`src/rtl/host_lcd_writer.sv`:
```
// Streams a 256-bit two-row display image onto a 16x2 HD44780 LCD over its 8-bit bus.
// Optional HOST_LCD_AUTO_REFRESH_EN: refresh automatically when the image differs from the one last written.
module host_lcd_writer #(
   parameter int unsigned EN_CYCLES = 12,
   parameter int unsigned CMD_WAIT  = 2000,
   parameter int unsigned CLR_WAIT  = 80000,
   parameter int unsigned INIT_WAIT = 800000
) (
   input  logic         clk,
   input  logic         rst,
   input  logic [255:0] disp,
   input  logic         update,
   output logic         ready,
   output logic         lcdRs,
   output logic         lcdRw,
   output logic         lcdEn,
   output logic [7:0]   lcdData
);

   typedef enum logic [2:0] {ST_POWERUP, ST_INIT, ST_IDLE, ST_ROW0, ST_ROW1} state_t;
   typedef enum logic [1:0] {PH_SETUP, PH_PULSE, PH_WAIT} phase_t;

   state_t         state_q, state_d;
   phase_t         phase_q, phase_d;
   logic [4:0]     idx_q, idx_d;
   logic [31:0]    cnt_q, cnt_d;
   logic           pend_q, pend_d;
   logic [255:0]   snap_q, snap_d;

   logic [127:0]   rowBits;
   logic [3:0]     charSel;
   logic           curRs;
   logic [7:0]     curByte;
   logic           active;
   logic           lastByte;
   logic           imageChanged;
   logic [31:0]    waitLen;

   // The snapshot doubles as the copy of the last image written, so the comparator only needs disp.
`ifdef HOST_LCD_AUTO_REFRESH_EN
   assign imageChanged = (state_q == ST_IDLE) && (disp != snap_q);
`else
   assign imageChanged = 1'b0;
`endif

   always_comb begin
      rowBits = (state_q == ST_ROW0) ? snap_q[255:128] : snap_q[127:0];
      charSel = idx_q[3:0] - 4'd1;
      curRs   = 1'b0;
      curByte = 8'h00;
      case (state_q)
         ST_INIT: begin
            case (idx_q[1:0])
               2'd0:    curByte = 8'h38;
               2'd1:    curByte = 8'h0C;
               2'd2:    curByte = 8'h06;
               default: curByte = 8'h01;
            endcase
         end
         ST_ROW0, ST_ROW1: begin
            if (idx_q == 5'd0) begin
               curByte = (state_q == ST_ROW0) ? 8'h80 : 8'hC0;
            end else begin
               curRs   = 1'b1;
               curByte = rowBits[{~charSel, 3'b000} +: 8];
            end
         end
         default: ;
      endcase
   end

   assign active   = (state_q == ST_INIT) || (state_q == ST_ROW0) || (state_q == ST_ROW1);
   assign lastByte = (state_q == ST_INIT) ? (idx_q == 5'd3) : (idx_q == 5'd16);
   assign waitLen  = (!curRs && curByte == 8'h01) ? CLR_WAIT : CMD_WAIT;

   // Leaving IDLE keeps only a request arriving in that same cycle, since it postdates the snapshot.
   always_comb begin
      state_d = state_q;
      phase_d = phase_q;
      idx_d   = idx_q;
      cnt_d   = cnt_q + 32'd1;
      pend_d  = pend_q | update | imageChanged;
      snap_d  = snap_q;
      case (state_q)
         ST_POWERUP: begin
            if (cnt_q == INIT_WAIT - 1) begin
               state_d = ST_INIT;
               phase_d = PH_SETUP;
               idx_d   = '0;
               cnt_d   = '0;
            end
         end
         ST_IDLE: begin
            cnt_d = '0;
            if (pend_q) begin
               state_d = ST_ROW0;
               phase_d = PH_SETUP;
               idx_d   = '0;
               pend_d  = update;
               snap_d  = disp;
            end
         end
         ST_INIT, ST_ROW0, ST_ROW1: begin
            case (phase_q)
               PH_SETUP: begin
                  phase_d = PH_PULSE;
                  cnt_d   = '0;
               end
               PH_PULSE: begin
                  if (cnt_q == EN_CYCLES - 1) begin
                     phase_d = PH_WAIT;
                     cnt_d   = '0;
                  end
               end
               PH_WAIT: begin
                  if (cnt_q == waitLen - 32'd1) begin
                     phase_d = PH_SETUP;
                     cnt_d   = '0;
                     if (!lastByte) begin
                        idx_d = idx_q + 5'd1;
                     end else begin
                        idx_d = '0;
                        case (state_q)
                           ST_ROW0: state_d = ST_ROW1;
                           default: state_d = ST_IDLE;
                        endcase
                     end
                  end
               end
               default: phase_d = PH_SETUP;
            endcase
         end
         default: state_d = ST_POWERUP;
      endcase
   end

   always_ff @(posedge clk) begin
      if (rst) begin
         state_q <= ST_POWERUP;
         phase_q <= PH_SETUP;
         idx_q   <= '0;
         cnt_q   <= '0;
         pend_q  <= 1'b0;
         snap_q  <= '0;
      end else begin
         state_q <= state_d;
         phase_q <= phase_d;
         idx_q   <= idx_d;
         cnt_q   <= cnt_d;
         pend_q  <= pend_d;
         snap_q  <= snap_d;
      end
   end

   // Bus fields come straight from registered state, so they stay put for a whole byte period.
   assign ready   = (state_q == ST_IDLE) && !pend_q;
   assign lcdRw   = 1'b0;
   assign lcdEn   = active && (phase_q == PH_PULSE);
   assign lcdRs   = active && curRs;
   assign lcdData = active ? curByte : 8'h00;

endmodule

```
`config.mk`:
```
export PLATFORM = sky130hd
export DESIGN_NAME = host_lcd_writer
export DESIGN_NICKNAME = d
export VERILOG_FILES = /design/src/rtl/host_lcd_writer.sv
export SDC_FILE = /design/constraint.sdc
export NUM_CORES = 1
export LEC_CHECK = 0
export BUFFER_PORTS_ARGS = -buffer_cell sky130_fd_sc_hd__buf_2
export CAP_MARGIN = 30
export CELL_PAD_IN_SITES_DETAIL_PLACEMENT = 1
export CELL_PAD_IN_SITES_GLOBAL_PLACEMENT = 1
export CORE_ASPECT_RATIO = 0.5
export CORE_MARGIN = 2
export CORE_UTILIZATION = 37
export CTS_CLUSTER_SIZE = 10
export DETAILED_ROUTE_END_ITERATION = 10
export GPL_ROUTABILITY_DRIVEN = 0
export PLACE_DENSITY = 0.85
export SLEW_MARGIN = 20
export SYNTH_ARGS = -nofsm -noshare
export SYNTH_HDL_FRONTEND = slang
export SYNTH_SLANG_ARGS = --single-unit
```
`constraint.sdc`:
```
create_clock -name clk -period 3.8 [get_ports clk]
set_clock_uncertainty 0.05 [all_clocks]
set_input_delay 0.95 -clock clk [delete_from_list [all_inputs] [get_ports clk]]
set_output_delay 0.95 -clock clk [all_outputs]
set_load 0.02 [all_outputs]
```
Word-level counts from Yosys, hierarchy flattened
Cells that the tools add are included.
Word-level totals
  flip-flop bits (word level): 299
  output and inout port bits: 12
  logic and storage cells: 89
Cells by class
  add/subtract/negate cells: 4
  equality and inequality tests: 21
  shifts and indexed selects: 1
  multiplexer cells: 36
  bitwise logic cells: 2
  reduce and logical (&&, ||, !) cells: 19
Operator list (number)
  $pmux W32 S3: 2
  $mux W128: 1
  $shiftx A128 B8 Y8: 1
  $mux W32: 3
  $add A32 B1 Y32 const B: 1
  $eq A32 B20 Y1 const B: 1
  $eq A32 B32 Y1: 1
  $eq A32 B4 Y1 const B: 1
  $mux W5: 5
  $mux W3: 6
  $pmux W6 S3: 1
  $sub A17 B1 Y18 const B: 1
  $mux W17: 1
  $mux W8: 2
  $pmux W8 S2: 1
  $pmux W5 S3: 1
  $reduce_and A5 Y1: 3
  $pmux W2 S3: 2
  $ne A2 B2 Y1 const B: 5
  $pmux W3 S3: 1
  $eq A8 B1 Y1 const B: 1
  $mux W2: 4
  $mux W7: 1
  $eq A3 B2 Y1 const B: 2
  other kinds (22): 35

Logic depth before layout (Yosys ltp)
Gate-level depths: netlist (run 1).
  word-level depth: 13
  gate-level depth with buffers: 14
  gate-level depth less buffers: 10

Worst setup path after synthesis (run 1)
OpenSTA, ideal clock, no wires.
  kind: reg2out
  start point: register idx_q[0]
  end point: output port lcdData[2]
  arrival: 2.918 ns
  required time: 2.800 ns
  path slack: -0.118 ns
  stages on the path, launching flop included: 12
  cells stage by stage: dfxtp_1 > buf_6 > buf_2 > inv_1 > ha_1 > clkbuf_1 > clkbuf_1 > clkbuf_1 > a21oi_1 > nor2_1 > nor2_1 > a221oi_1
Between the ends
  word-level cells in the longest chain between the ends: 6
  elaborated cells on any way between the ends: 11
RTL lines
  start, declared: line 25  | logic [4:0] idx_q, idx_d;
  start signal, assigned: line 148  | idx_q <= idx_d;
  $sub A4 B1 Y4: line 48  | charSel = idx_q[3:0] - 4'd1;
  $not A4 Y4: line 65  | curByte = rowBits[{~charSel, 3'b000} +: 8];
  $shiftx A128 B8 Y8: line 65
  $mux W8: line 61  | if (idx_q == 5'd0) begin
  $pmux W8 S2 *: line 51  | case (state_q)
  $mux W8 *: line 160  | assign lcdData = active ? curByte : 8'h00;
  end, declared: line 17  | output logic [7:0] lcdData
Mark *: on every way between the ends. The rest lies on a longest branch, timed or not.

Worst setup path in the final report (run 1)
Ends and elaborated chain as after synthesis.

==> PnR_summary.wiki, run 1 <==
{| class="wikitable"
! Metric !! Value
|-
| CTS root buf || clkbuf_16
|-
| Leakage Power || 0.006060 uW
|-
| Clock edge transition at the registers on the reported setup and hold paths || ~0.06 ns
|-
| CTS tree || built
|-
| Worst setup slack after layout || -0.1142 ns
|-
| Internal Dissipation || between 5000 and 6000 uW
|-
| Number of different library cells in the post-synthesis netlist || 63
|-
| Number of vias per cell after detailed routing || between 5 and 6
|-
| Top_reg_cell synth || dfxtp_1
|-
| All-Layer GR Usage || 0.2694
|-
| Ys Warns || 0
|-
| Setup Viol. Count Final || 8
|-
| Cts hold-fix bufs || 0
|-
| Sequential fraction of the synthesis area || 0.4428
|-
| Post-synthesis cell type with the largest combined area || dfxtp_1
|-
| Rel. slew slack || 0.5391
|-
| Post-placement cell area || approximately 15000 um^2
|-
| Fraction of synthesized cell area taken by the top area cell type || 0.4428
|-
| Length of the first detailed-routing pass in iterations || 6
|-
| Worst-Margin Slew || roughly 0.69 ns
|-
| Failing checks || setup timing
|-
| CTS H-tree depth || 2
|-
| Total Nets Final || 2092
|-
| Finished layout cell area || 16870 um^2
|-
| Max cap viols || 0
|-
| Core area || around 36000 um^2
|-
| CTS sink count || between 200 and 300
|-
| Core occupancy in the finished layout || 0.4696
|-
| Crit path DAT || ~2.9 ns
|-
| Wire length of the first global-routing pass || ~80000 um
|-
| Cells after synthesis || between 1500 and 2000
|-
| Worst vdd rail ir drop || between 200 and 250 uV
|-
| Initial cell density of the core || 0.3762
|-
| Outcome || complete, but fails checks
|-
| Total half-perimeter wirelength after legalization and detailed placement || 33600 um
|-
| Number of synthesized register bits || between 200 and 300
|-
| Fraction of final layout cells with drive strength greater than 1 || 0.2832
|-
| Largest cells by area after synthesis || dfxtp_1, nand2_1, mux4_2, a21oi_1, clkbuf_1
|-
| Number of cells traversed by the worst register-to-register path || 17
|-
| Routed vias || around 14000
|-
| Largest stage delay on the critical path || 0.58 ns
|-
| Final critical-path share of the clock period || 1.030
|-
| Maximum operating frequency || 255.5 MHz
|-
| Number of DRC violations after detailed routing || 0
|-
| Relative contribution of combinational cells to total power || 0.108
|-
| Critical Path Source Type || flip-flop
|-
| Antenna Nets Post-Route || 0
|-
| TritonCTS Buffers || 35
|-
| Count of flip-flops with a built-in enable after synthesis || 0
|-
| Deepest clock path buffer count || 3
|-
| Horizontal die dimension || 274.3 um
|-
| Share of synthesized flip-flops with an asynchronous set or reset || 0
|-
| Cell Area, Synth || around 14000 um^2
|-
| Leading cell types by count after synthesis || nand2_1, dfxtp_1, a21oi_1
|-
| Standard cell with the maximum stage delay on the critical path || mux4_2
|-
| Minimum clock period || ~3.9 ns
|-
| Placement Setup Slack || about 0.28 ns
|-
| Sum of routed wire length over all layers || slightly below 60000 um
|-
| Area growth from synthesis to final layout || 24.81%
|-
| Critical Path End Type || output port
|-
| Fillers || 4248
|-
| Routed length per placed instance || between 20 and 30 um
|-
| Power share of the sequential group || 0.461
|-
| Port-buffer cells || 269
|-
| Clock share of power || 0.431
|-
| Chip Height || between 100 and 150 um
|-
| Series of cell instances along the critical path || buf_12, clkbuf_16, mux4_2, mux2_2, a21oi_2, nor2_2, nor2_1, a221oi_2, buf_4
|-
| CP max FO || 7
|-
| I/O pin count || ~270
|-
| Endpoints failing hold || 0
|-
| CP Class || reg2out
|-
| Type of the most critical hold path || reg2reg
|-
| Number of global-route vias before repair || about 14000
|-
| Worst skew pair latency || around 0.56 ns
|-
| Total congestion overflow after global routing || 0
|-
| Die footprint || roughly 38000 um^2
|-
| Largest net degree at the start of global routing || about 110
|-
| Library cell with the highest instance count after synthesis || nand2_1
|-
| Power per unit of standard cell area || around 420 nW/um^2
|-
| Total nets after synthesis || about 1800
|-
| Number of instances on the worst hold path || 2
|-
| Initial antenna violation count || 10
|-
| RSZ-0062 raised after global routing || yes
|-
| Data required time of the critical path || ~2.8 ns
|-
| Max-slew violation total from the final report || 0
|-
| Post-Synthesis Mean Instance Area || roughly 8.6 um^2
|-
| Num rows || a little under 50
|-
| DRC violation total after the first TritonRoute iteration || ~1700
|-
| Reported net switching power || slightly below 2000 uW
|-
| Share of total power consumed by net switching || 0.2736
|}
-- area by class of cell --
class / count / area [um^2] / share of cell area
antenna: 8 / 20.02 / 0.001187
clock buffer: 38 / 908.4 / 0.05385
clock inverter: 2 / 25.02 / 0.001483
inverter: 4 / 15.01 / 0.0008900
multi-input combinational: 1149 / 7109 / 0.4214
sequential: 299 / 6000 / 0.3556
tap: 484 / 605.6 / 0.03590
timing repair buffer: 337 / 2187 / 0.1296
-- routing by layer --
| layer | vias to the layer above | GRT usage | part of all wire |
|---|---|---|---|
| met5 | - | 0 | 0.00051 |
| met4 | 4 | 0.1748 | 0.087 |
| met3 | 381 | 0.06181 | 0.087 |
| met2 | 886 | 0.4536 | 0.47 |
| met1 | 6723 | 0.3085 | 0.35 |
| li1 | 5882 | - | - |
-- cell families (layout without fill, tap and decap cells) --
| logic type | after synthesis | after routing | synth area share |
|---|---|---|---|
| muxes | 88 | 88 | 0.1313 |
| and+or+nand+nor | 714 | 714 | 0.2348 |
| DFF | 299 | 299 | 0.4428 |
| AOI/OAI and AO/OA | 309 | 309 | 0.1233 |
| other | 1 | 9 | 0.0002774 |
| adders and majority gates | 7 | 7 | 0.006479 |
| buffers and inverters | 128 | 381 | 0.04101 |
| xor gates and xnor gates | 30 | 30 | 0.02000 |
-- final timing paths --
path | start | end | slack (ns)
worst max-delay path | idx_q[0] | lcdData[2] | -0.11
worst max register to register | idx_q[1] | cnt_q[27] | 0
worst min register to register | snap_q[193] | snap_q[193] | 0.41
worst min-delay path | snap_q[193] | snap_q[193] | 0.41
-- flip-flops by register name (all words and copies together), names as in the netlist --
name / flops
snap_q: 256
state_q: 3
pend_q: 1
idx_q: 5
phase_q: 2
cnt_q: 32
-- cells in the final DEF, fill, tap and decap left out, types with 3 or more instances in the layout --
cell type,instances
nand2_1,545
dfxtp_1,292
a21oi_1,266
buf_2,262
mux4_2,71
buf_4,47
clkbuf_16,38
nor3_2,30
nand3_1,25
nor2_1,24
xor2_1,15
xnor2_1,14
mux2i_1,12
nand4_1,11
buf_12,10
nand2b_1,9
nor4_1,9
diode_2,8
o21ai_0,8
nor3_1,8
and4_1,8
buf_6,8
and2_1,7
and3_1,7
nand3b_1,5
ha_1,5
buf_16,5
dfxtp_2,5
nor3b_1,4
mux2_2,3
nor4b_1,3
o211ai_1,3
nor2b_1,3
o21a_1,3
buf_8,3
-- repair_timing --
item	in CTS	in global routing
buffers inserted	20	10
cloned	4	2
pin swaps	6	11
endpoints found under the setup margin	8	40
gates resized for setup	31	28
-- worst max-delay path: cells and delay by family (launching register included) --
family	cells	cell delay (ns)
multiplexers	2	0.93
AO/OA/AOI/OAI	2	0.31
flip-flops	1	0.41
buffers and inverters	3	0.53
AND/OR/NAND/NOR	2	0.20
-- power by group through the flow --
| stage | registers [uW] | clock network (uW) | logic [uW] |
|---|---|---|---|
| finish | 3280 | 3060 | 770 |
| global route | 3280 | 3200 | 812 |
| CTS | 3260 | 3000 | 723 |
| detailed placement | 3330 | 0 | 692 |
| global placement | 3320 | 0 | 682 |
| floorplan | 3300 | 0 | 436 |
-- stage by stage --
step	total power [uW]	TNS (ns)	hold slack, ns	instances
CTS	6983	-0.01790	0.4048	2303
global route	7288	-1.354	0.4265	2319
detailed placement	4022	0	0.3972	2239
finish	7105	-0.5091	0.4081	2321
floorplan	3737	0	0.3831	1576
global placement	4006	0	0.3896	2239
Note: power is estimated with default switching activity, not from simulation.
==> inputs of run 2 (changes only) <==
SETUP_SLACK_MARGIN = 0.5   (was not set)
==> PnR_summary.wiki, run 2 (synthesized netlist as in run 1, its figures left out) <==
{| class="wikitable"
! Metric !! Value
|-
| Outcome || complete, but fails checks (unchanged)
|-
| Failing checks || setup timing (unchanged)
|-
| Buffer and inverter count on the worst path || 5 (was 3)
|-
| Sum of internal, switching and leakage power || 7488 uW (was 7105 uW)
|-
| Total congestion overflow after global routing || 0 (unchanged)
|-
| Routed vias || 15860 (was 13880)
|-
| Layer with the highest usage after global routing || met2 (unchanged)
|-
| Largest registers || snap_q: 256 flops, cnt_q: 32 flops, idx_q: 5 flops (unchanged)
|-
| Clock edge transition at the registers on the reported setup and hold paths || 0.08 ns (was 0.06 ns)
|-
| RSZ-0062 raised after global routing || yes (unchanged)
|-
| Met3 Use GR || 0.08241 (was 0.06181)
|-
| Cts hold-fix bufs || 0 (unchanged)
|-
| Cell family contributing the most delay on the critical path || buffers and inverters (was multiplexers)
|-
| Total half-perimeter wirelength after legalization and detailed placement || 33710 um (was 33600 um)
|-
| Critical Path Source Type || flip-flop (unchanged)
|-
| Internal Dissipation || 5229 uW (was 5161 uW)
|-
| Die footprint || 38170 um^2 (unchanged)
|-
| Largest stage delay on the critical path || 0.48 ns (was 0.58 ns)
|-
| Clock share of power || 0.427 (was 0.431)
|-
| TritonCTS Buffers || 35 (unchanged)
|-
| Non-filler instance count after layout || 2375 (was 2321)
|-
| Minimum clock period || 4.552 ns (was 3.914 ns)
|-
| Type of the most critical hold path || reg2reg (unchanged)
|-
| Number of flip-flops under the largest register name || 256 (unchanged)
|-
| Core area || 35930 um^2 (unchanged)
|-
| DRC violation total after the first TritonRoute iteration || 2432 (was 1725)
|-
| Most frequent cells in the layout || nand2_1, dfxtp_1, a21oi_1 (unchanged)
|-
| Standard cell with the maximum stage delay on the critical path || nand4_1 (was mux4_2)
|-
| CP Class || reg2out (unchanged)
|-
| Reported net switching power || 2260 uW (was 1944 uW)
|-
| Data required time of the critical path || 2.80 ns (about the same)
|-
| Maximum operating frequency || 219.7 MHz (was 255.5 MHz)
|-
| Crit path DAT || 3.55 ns (was 2.91 ns)
|-
| Initial antenna violation count || 23 (was 10)
|-
| All-Layer GR Usage || 0.3125 (was 0.2694)
|-
| Initial cell density of the core || 0.3762 (unchanged)
|-
| CTS H-tree depth || 2 (unchanged)
|-
| CTS sink count || 299 (unchanged)
|-
| Power share of the sequential group || 0.439 (was 0.461)
|-
| Register with the highest flop count || snap_q (unchanged)
|-
| Worst-Margin Slew || 1.030 ns (was 0.6851 ns)
|-
| Deepest clock path buffer count || 3 (unchanged)
|-
| Largest net degree at the start of global routing || 98 (was 108)
|-
| Setup Viol. Count Final || 49 (was 8)
|-
| Fraction of final layout cells with drive strength greater than 1 || 0.3143 (was 0.2832)
|-
| I/O pin count || 271 (unchanged)
|-
| Max-slew violation total from the final report || 0 (unchanged)
|-
| Worst vdd rail ir drop || 230.0 uV (was 241.5 uV)
|-
| Series of cell instances along the critical path || inv_1, ha_4, xor2_4, buf_12, a211oi_4, buf_6, buf_4, nand4_1, o211ai_1, or2_4, buf_6 (was buf_12, clkbuf_16, mux4_2, mux2_2, a21oi_2, nor2_2, nor2_1, a221oi_2, buf_4)
|-
| Antenna Nets Post-Route || 0 (unchanged)
|-
| Chip Height || 139.2 um (unchanged)
|-
| Routed length per placed instance || 32.21 um (was 25.40 um)
|-
| Power per unit of standard cell area || 421.3 nW/um^2 (was 421.1 nW/um^2)
|-
| Worst setup slack after layout || -0.7516 ns (was -0.1142 ns)
|-
| Final critical-path share of the clock period || 1.198 (was 1.030)
|-
| Global-route track usage on met1 || 0.3621 (was 0.3085)
|-
| Most prevalent standard cell on the critical path || buf_6
|-
| Placed Cells || 2239 (unchanged)
|-
| Total Nets Final || 2140 (was 2092)
|-
| Sum of routed wire length over all layers || 76500 um (was 58950 um)
|-
| Num rows || 49 (unchanged)
|-
| Number of DRC violations after detailed routing || 0 (unchanged)
|-
| CP max FO || 6 (was 7)
|-
| Met2 Use GR || 0.5084 (was 0.4536)
|-
| Share of total power consumed by net switching || 0.3018 (was 0.2736)
|-
| Critical Path End Type || output port (unchanged)
|-
| Port-buffer cells || 269 (unchanged)
|-
| Worst skew pair latency || 0.57 ns (was 0.56 ns)
|-
| Horizontal die dimension || 274.3 um (unchanged)
|-
| Number of global-route vias before repair || 14990 (was 13960)
|-
| Area growth from synthesis to final layout || 31.51% (was 24.81%)
|-
| CTS tree || built (unchanged)
|-
| Length of the first detailed-routing pass in iterations || 8 (was 6)
|-
| Relative contribution of combinational cells to total power || 0.135 (was 0.108)
|-
| Worst hold margin || 0.4112 ns (was 0.4081 ns)
|-
| Rel. slew slack || 0.3132 (was 0.5391)
|-
| Max cap viols || 0 (unchanged)
|-
| Wire length of the first global-routing pass || 91100 um (was 79660 um)
|-
| Post-Route Setup TNS || -10.01 ns (was -0.5091 ns)
|-
| CTS root buf || clkbuf_16 (unchanged)
|-
| Endpoints failing hold || 0 (unchanged)
|-
| Leakage Power || 0.006365 uW (was 0.006060 uW)
|-
| Number of vias per cell after detailed routing || 6.676 (was 5.978)
|-
| Most common library cell in the layout ignoring fill and taps || nand2_1 (unchanged)
|}
## run 2: changes by cell type in the layout (fill, tap and decap cells not counted), moves of 6 or more
cell	before	now
buf_12	10	23
buf_6	8	20
nor3_4	0	7
diode_2	8	14
nor3_2	30	23
buf_4	47	66
## run 2: layout make-up
class                      count  area [um^2]
antenna                       14        35.03
clock buffer                  38        908.4
clock inverter                 2        25.02
fill                        4154        18150
inverter                       4        20.02
multi-input combinational   1154         7437
sequential                   299         6002
tap                          484        605.6
timing repair buffer         380         2743
## run 2: metal layers
metal	routed length, um	share of wire
met5	122	0.0016
met1	25210	0.33
met2	32300	0.42
met3	10750	0.14
met4	8121	0.11
## run 2: power by group through the flow
stage               clock network, uW  registers, uW  logic (uW)
finish                           3190           3280        1010
global route                     3270           3280        1020
CTS                              3010           3260         806
detailed placement                  0           3320         713
global placement                    0           3320         706
floorplan                           0           3300         438
## run 2: path summary, 6_finish.rpt
| path | start | to | cells after the start | slack (ns) |
|---|---|---|---|---|
| worst max-delay path | idx_q[1] | lcdData[0] | 11 | -0.75 |
| worst min register to register | snap_q[102] | snap_q[102] | 2 | 0.41 |
| worst max register to register | idx_q[1] | idx_q[0] | 16 | -0.43 |
| worst min-delay path | snap_q[102] | snap_q[102] | 2 | 0.41 |
## run 2: worst min-delay path, stage by stage (launching register included)
cell and delay [ns]:
dfxtp_1 0.31, nand2_1 0.05, a21oi_1 0.05
## run 2: per-stage QoR
stage / worst slack, ns / instance area (um^2) / util
floorplan: 0.4907 / 13590 / -
global placement: 0.2528 / 15370 / 0.4279
detailed placement: 0.1457 / 15370 / 0.4279
CTS: -0.01536 / 17120 / 0.4765
global route: -0.9278 / 17750 / 0.4941
finish: -0.7516 / 17780 / 0.4948
## run 2: what timing repair did
action | CTS | global route
gates cloned | 8 | 4
gates resized for setup | 79 | 60
setup buffers | 39 | 31
endpoints found under the setup margin | 44 | 48
pin swaps | 17 | 55
